**src/rtl/tdm_mux_n_if.sv**
```systemverilog
// Bus bundle for tdm_mux_n: channel inputs, select controls and registered outputs.
// dout_par is present only when TDM_MUX_PARITY_EN is defined.
interface tdm_mux_n_if #(
  parameter int unsigned WIDTH = 8,
  parameter int unsigned NCH   = 4,
  parameter int unsigned SEL_W = 2
);
  logic                   en;
  logic                   mode;
  logic [SEL_W-1:0]       sel_in;
  logic [NCH*WIDTH-1:0]   din;
  logic [WIDTH-1:0]       dout;
  logic                   dout_vld;
  logic [SEL_W-1:0]       cur_sel;
  logic                   wrap;
  logic                   sel_err;
`ifdef TDM_MUX_PARITY_EN
  logic                   dout_par;

  modport master (
    output en, mode, sel_in, din,
    input  dout, dout_vld, cur_sel, wrap, sel_err, dout_par
  );
  modport slave (
    input  en, mode, sel_in, din,
    output dout, dout_vld, cur_sel, wrap, sel_err, dout_par
  );
`else
  modport master (
    output en, mode, sel_in, din,
    input  dout, dout_vld, cur_sel, wrap, sel_err
  );
  modport slave (
    input  en, mode, sel_in, din,
    output dout, dout_vld, cur_sel, wrap, sel_err
  );
`endif
endinterface

```
**src/rtl/tdm_mux_n.sv**
```systemverilog
// NCH-input registered multiplexer with manual select or time-division auto scan.
// Optional even-parity output dout_par is built when TDM_MUX_PARITY_EN is defined.
module tdm_mux_n #(
  parameter int unsigned WIDTH = 8,
  parameter int unsigned NCH   = 4,
  parameter int unsigned SEL_W = 2,
  parameter int unsigned DWELL = 4
) (
  input  logic        clk,
  input  logic        rst_n,
  tdm_mux_n_if.slave  bus
);
  localparam int unsigned     CNT_W    = (DWELL > 1) ? $clog2(DWELL) : 1;
  localparam logic [SEL_W-1:0] LAST_SEL = SEL_W'(NCH - 1);
  localparam logic [CNT_W-1:0] LAST_CNT = CNT_W'(DWELL - 1);

  typedef enum logic [1:0] {IDLE, MANUAL, SCAN} state_t;

  state_t           state;
  logic [CNT_W-1:0] cnt;
  logic [SEL_W-1:0] sel_q;
  logic [SEL_W-1:0] sel_nxt;
  logic [WIDTH-1:0] dout_q;
  logic             wrap_q;
  logic             err_q;
  logic [WIDTH-1:0] ch [NCH];

  always_comb begin
    for (int unsigned k = 0; k < NCH; k++) begin
      ch[k] = bus.din[k*WIDTH +: WIDTH];
    end
  end

  // dout is loaded from the channel selected after this edge, keeping cur_sel aligned with dout
  always_comb begin
    sel_nxt = sel_q;
    if (bus.en) begin
      if (bus.mode) begin
        if (cnt == LAST_CNT) begin
          sel_nxt = (sel_q == LAST_SEL) ? '0 : sel_q + 1'b1;
        end
      end else if (bus.sel_in <= LAST_SEL) begin
        sel_nxt = bus.sel_in;
      end
    end
  end

  always_ff @(posedge clk or negedge rst_n) begin
    if (!rst_n) begin
      state  <= IDLE;
      cnt    <= '0;
      sel_q  <= '0;
      dout_q <= '0;
      wrap_q <= 1'b0;
      err_q  <= 1'b0;
    end else if (bus.en) begin
      sel_q  <= sel_nxt;
      dout_q <= ch[sel_nxt];
      if (bus.mode) begin
        state  <= SCAN;
        err_q  <= 1'b0;
        cnt    <= (cnt == LAST_CNT) ? '0 : cnt + 1'b1;
        wrap_q <= (cnt == LAST_CNT) && (sel_q == LAST_SEL);
      end else begin
        state  <= MANUAL;
        cnt    <= '0;
        wrap_q <= 1'b0;
        err_q  <= (bus.sel_in > LAST_SEL);
      end
    end else begin
      state  <= IDLE;
      wrap_q <= 1'b0;
      err_q  <= 1'b0;
    end
  end

  assign bus.dout     = dout_q;
  assign bus.dout_vld = (state != IDLE);
  assign bus.cur_sel  = sel_q;
  assign bus.wrap     = wrap_q;
  assign bus.sel_err  = err_q;

`ifdef TDM_MUX_PARITY_EN
  logic par_q;

  always_ff @(posedge clk or negedge rst_n) begin
    if (!rst_n) begin
      par_q <= 1'b0;
    end else if (bus.en) begin
      par_q <= ^ch[sel_nxt];
    end
  end

  assign bus.dout_par = par_q;
`endif
endmodule

```
**src/flat_wrapper.sv**
```systemverilog
// flat-port wrapper written by rule: the top's interface ports become plain ports
module tdm_mux_n_flat 
#(
  parameter int unsigned WIDTH = 8,
  parameter int unsigned NCH   = 4,
  parameter int unsigned SEL_W = 2,
  parameter int unsigned DWELL = 4
)
  (clk, rst_n, bus_en, bus_mode, bus_sel_in, bus_din, bus_dout, bus_dout_vld, bus_cur_sel, bus_wrap, bus_sel_err);
  tdm_mux_n_if #(.WIDTH(WIDTH), .NCH(NCH), .SEL_W(SEL_W)) bus_i ();
  input  logic clk;
  input  logic rst_n;
  input wire logic [$bits(bus_i.en)-1:0] bus_en;
  input wire logic [$bits(bus_i.mode)-1:0] bus_mode;
  input wire logic [$bits(bus_i.sel_in)-1:0] bus_sel_in;
  input wire logic [$bits(bus_i.din)-1:0] bus_din;
  output wire logic [$bits(bus_i.dout)-1:0] bus_dout;
  output wire logic [$bits(bus_i.dout_vld)-1:0] bus_dout_vld;
  output wire logic [$bits(bus_i.cur_sel)-1:0] bus_cur_sel;
  output wire logic [$bits(bus_i.wrap)-1:0] bus_wrap;
  output wire logic [$bits(bus_i.sel_err)-1:0] bus_sel_err;
  assign bus_i.en = bus_en;
  assign bus_i.mode = bus_mode;
  assign bus_i.sel_in = bus_sel_in;
  assign bus_i.din = bus_din;
  assign bus_dout = bus_i.dout;
  assign bus_dout_vld = bus_i.dout_vld;
  assign bus_cur_sel = bus_i.cur_sel;
  assign bus_wrap = bus_i.wrap;
  assign bus_sel_err = bus_i.sel_err;
  tdm_mux_n #(.WIDTH(WIDTH), .NCH(NCH), .SEL_W(SEL_W), .DWELL(DWELL)) u_core (.clk(clk), .rst_n(rst_n), .bus(bus_i));
endmodule
```
**config.mk**
```make
export PLATFORM = sky130hd
export DESIGN_NAME = tdm_mux_n_flat
export DESIGN_NICKNAME = d
export VERILOG_FILES = /design/src/rtl/tdm_mux_n_if.sv /design/src/rtl/tdm_mux_n.sv /design/src/flat_wrapper.sv
export SDC_FILE = /design/constraint.sdc
export NUM_CORES = 1
export LEC_CHECK = 0
export BUFFER_PORTS_ARGS = -buffer_cell sky130_fd_sc_hd__buf_4
export CAP_MARGIN = 10
export CORE_MARGIN = 10
export CORE_UTILIZATION = 43
export DETAILED_ROUTE_END_ITERATION = 6
export GPL_TIMING_DRIVEN = 1
export PLACE_DENSITY = 0.78
export SYNTH_ARGS = -nofsm -noshare
export SYNTH_HDL_FRONTEND = slang
export SYNTH_SLANG_ARGS = --single-unit
```
**constraint.sdc**
```tcl
create_clock -name clk -period 2.2 [get_ports clk]
set_clock_uncertainty 0.1 [all_clocks]
set_input_delay 0.11 -clock clk [delete_from_list [all_inputs] [get_ports clk]]
set_output_delay 0.11 -clock clk [all_outputs]
set_load 0.01 [all_outputs]
```
Word-level counts from Yosys, hierarchy flattened
Cells that the tools add are included.
Storage, ports and cells
  register bits after elaboration: 16
  bits of input ports: 38
  output and inout bits: 13
Operators by class
  $add $sub $neg: 2
  $lt $le $gt $ge: 3
  equal/unequal tests: 2
  multiplexer cells: 16
  bitwise gates (word level): 1
  reductions and logical operators: 2
Operators by type and width (count)
  $mux W2: 9
  $bmux W8 S2: 1
  $mux W8: 2
  $add A2 B1 Y2 const B: 2
  $eq A2 B2 Y1 const B: 2
  $mux W1: 4
  $ge A3 B3 Y1 const B: 1
  $not A2 Y3: 1
  $gt A2 B2 Y1 const B: 1
  $le A2 B2 Y1 const B: 1
  $reduce_bool A2 Y1: 1
  $logic_and A1 B1 Y1: 1

Logic depth before layout (Yosys ltp)
  depth after elaboration: 9
  depth in mapped cells: 9
  gate-level depth less buffers: 7

Worst setup path before layout
OpenSTA, ideal clock, no wires.
  path type: register to register
  from: reg u_core.sel_q[0] (netlist: u_core.bus.cur_sel[0])
  to: reg u_core.dout_q[3] (netlist: u_core.bus.dout[3])
  library setup time: 0.099 ns
  arrival time: 1.790 ns
  data required time: 2.001 ns
  path slack: 0.211 ns
  stages on the path, launching flop included: 10
  path through: dfrtp_1 -> ha_1 -> and4bb_4 -> o21ai_4 -> and2_4 -> buf_6 -> clkinv_4 -> buf_8 -> a21oi_1 -> a311oi_1
On the way
  longest elaborated chain between the ends: 9
Ends and longest elaborated chain
  start: declaration: line tdm_mux_n.sv:21  | logic [SEL_W-1:0] sel_q;
  start signal: assignment: line tdm_mux_n.sv:57  | sel_q <= sel_nxt;
  $add A2 B1 Y2 / $eq A2 B2 Y1 (equally long branches): line tdm_mux_n.sv:40  | sel_nxt = (sel_q == LAST_SEL) ? '0 : sel_q + 1'b1;
  $mux W2: line tdm_mux_n.sv:40
  $mux W2: line tdm_mux_n.sv:39  | if (cnt == LAST_CNT) begin
  $mux W2: line tdm_mux_n.sv:38  | if (bus.mode) begin
  $mux W2 (*): line tdm_mux_n.sv:37  | if (bus.en) begin
  $not A2 Y3 (not written as such) (*): line tdm_mux_n.sv:58  | dout_q <= ch[sel_nxt];
  $bmux W8 S2 (*): line tdm_mux_n.sv:58
  $mux W8 (not written as such) (*) (2 in series): line tdm_mux_n.sv:58
  end signal: assignment: line tdm_mux_n.sv:58
  end: declaration: line tdm_mux_n.sv:23  | logic [WIDTH-1:0] dout_q;
Every way passes the cells marked *; elsewhere a longest branch is shown, timed or not. The select of a mux whose other input is x is not followed.
A chain may end at the register's enable or synchronous reset.

Final worst setup path
  from: reg u_core.sel_q[0] (netlist: u_core.bus.cur_sel[0])
  to: reg u_core.dout_q[1] (netlist: u_core.bus.dout[1])
Same word-level chain as after synthesis.

==> flow_summary.ini <==
[status]
outcome = finished clean

[detailed_routing]
wire_per_inst_um = 17.2
vias_per_cell = 5.35
drt_iter0_markers = 43
firstDrtPassIters = 4
wl_um = 3330
drc = 0
vias = 1038
antenna_left = 0

[yosys]
synth.most_common_cell = dfrtp_1
async_flop_share_pct = 100
yosysSeqAreaShare_pct = 40.2
synth_commonest_cells = dfrtp_1, nand2_1, nor2_1
ys_top_cells_by_area = dfrtp_1, a311oi_1, a31o_2
synth_top_area_cell = dfrtp_1
avgSynthCellArea_um2 = 9.25
synth_flop_cell = dfrtp_1
synth_top_area_share_pct = 40.2
synthCells = 101
synth_fp_nets = 141
synth-warning-count = 0
ys_ff_latch = 15
netlist_area_um2 = 935
yosysUniqueCellTypes = 32
synth-edff-count = 0

[pwr]
power_w = 0.000879
p_int_w = 0.000577
clockPowerShare_pct = 19.2
vdd_ir_drop_max_v = 0.000384
seqPwrFrac_pct = 40.5
powerDensity_nw_per_um2 = 589
p_leak_nw = 0.717
switching_share_pct = 34.3
power.switching_w = 0.000302
power_frac_comb_pct = 40.2

[floorplan]
initial_utilization_pct = 46.2
die_x_um = 66.6
dieArea_um2 = 4440
die_y_um = 66.6
num_rows = 16
ios = 51
core_um2 = 2020

[global_route]
antenna_found_initial = 0
grt_pass1_wl_um = 5060
grt_max_degree = 18
grt_pass1_vias = 1151
overflow = 0
grt_usage_pct = 14.7

[job]
drv_cap = 0

[sta]
fmaxAchievable_mhz = 484
fin_crit_ps = 2070
grt_setup_unrepaired = false
worstMarginPinSlew_ps = 636
finalHoldViolCount = 0
final.setup.tns_ps = 0
slew_headroom_pct = 57.5
drv_slew = 0
finalCritPeriodShare_pct = 94.0
setup_viol = 0

[worst_setup_path]
cp.required_ps = 2240
arrival_ps = 2110
r2r_cells = 5
cp-end-kind = flop
path_class = flop to flop
r2r_start = u_core.bus.cur_sel[0]
worstSetupStartpoint = u_core.bus.cur_sel[0]
crit_fanout = 8
crit_path_start_kind = flop

[clocking]
path_clk_slew_ps = 100
numClockSinks = 15
clk_latency_ps = 290
cts_buffer_depth = 2
cts_resized = 0
cts_buffers = 3
root_buffer = clkbuf_4
htreeDepth = 1
cts_tree = done

[worst_hold_path]
hp-start = bus_din[27]
holdPathStages = 3
hp-class = input pin to flop

[placed_design]
gp_congestion = 0.827
port_buffers = 49
place_hpwl_um = 2380

[layout]
syn2layout_area_growth_pct = 59.8
drive_gt1_share_pct = 40.7
nNetsFinal = 208
antenna_cells = 0
-- stage by stage --
step / instances / hold slack (ps) / util [%] / area, um2 / worst slack (ps)
6_report: 194 / 36.9 / 73.9 / 1490 / 132
5_1_grt: 194 / 46.7 / 73.9 / 1490 / 5.16
4_1_cts: 194 / 24.0 / 73.9 / 1490 / 117
3_5_place_dp: 174 / -123 / 64.6 / 1310 / 135
3_3_place_gp: 174 / -126 / 64.6 / 1310 / 263
2_1_floorplan: 101 / -286 / - / 935 / 211
-- per-layer routing --
metal	track usage (%)	up-vias	part of all wire [%]
met2	28.2	37	54
met5	0	-	0
met3	6.35	8	7.3
met1	13.4	496	37
li1	-	497	-
met4	4.97	0	1.7
-- placed cells by master (no fill, tap or decap), types with 2 or more instances in the layout --
cell type	Yosys	final
a21oi_1	9	9
a311oi_1	7	7
a31o_2	7	7
and2b_1	2	2
buf_4	2	51
clkbuf_4	0	3
dfrtp_1	15	15
dlygate4sd3_1	0	16
ha_1	2	2
inv_1	3	3
mux2i_1	2	2
nand2_1	14	14
nand3_1	2	2
nor2_1	12	12
o21ai_0	4	4
o21ai_4	2	2
-- cell type report --
| class | instances | area [um2] |
|---|---|---|
| Inverter | 4 | 20.0 |
| Sequential cell | 15 | 375 |
| Timing Repair Buffer | 67 | 543 |
| Fill cell | 160 | 528 |
| Multi-Input combinational cell | 77 | 494 |
| Clock buffer | 3 | 22.5 |
| Clock inverter | 1 | 5.00 |
| Tap cell | 27 | 33.8 |
-- sequential cells by signal (all words and copies together) (netlist names) --
signal,count
u_core.bus.wrap,1
u_core.bus.dout,8
u_core.cnt,2
u_core.bus.cur_sel,2
u_core.state,2
-- critical path: stages (launching register included) --
cell and delay, ps:
dfrtp_1 470, ha_1 340, mux2i_1 200, a21oi_1 100, nor2_1 500, a311oi_1 210
-- power by group through the flow --
stage	Clock, W	Combinational [W]	Sequential, W
finish	0.000169	0.000354	0.000356
detailed placement	0	0.000326	0.000360
floorplan	0	0.000161	0.000374
global placement	0	0.000318	0.000359
CTS	0.000171	0.000350	0.000356
global route	0.000183	0.000383	0.000361
-- path summary, 6_finish.rpt --
check | to | slack, ps
setup / recovery | u_core.bus.dout[1] | 130
hold / removal | u_core.bus.dout[3] | 40
setup reg to reg | u_core.bus.dout[1] | 130
hold reg to reg | u_core.cnt[1] | 450
max in group asynchronous | u_core.bus.dout[6] | 1720
min in group asynchronous | u_core.cnt[0] | 100
-- cells by family (layout without fill, tap and decap cells) --
kind of cell / Yosys count / after routing / synth area share (%)
and+or+nand+nor: 38 / 38 / 20.2
AOI/OAI and AO/OA: 34 / 34 / 27.4
DFF: 15 / 15 / 40.2
buffers and inverters: 9 / 75 / 6.96
adders and majority gates: 2 / 2 / 2.68
muxes: 2 / 2 / 2.14
other: 1 / 1 / 0.401
-- timing repair --
action / 4_1_cts / 5_1_grt
setup endpoints to repair: 0 / 0
hold endpoints to repair: 23 / 0
hold buffers: 16 / 0
buffers inserted: 0 / 0
No activity file was read; power rests on OpenSTA's default activity.
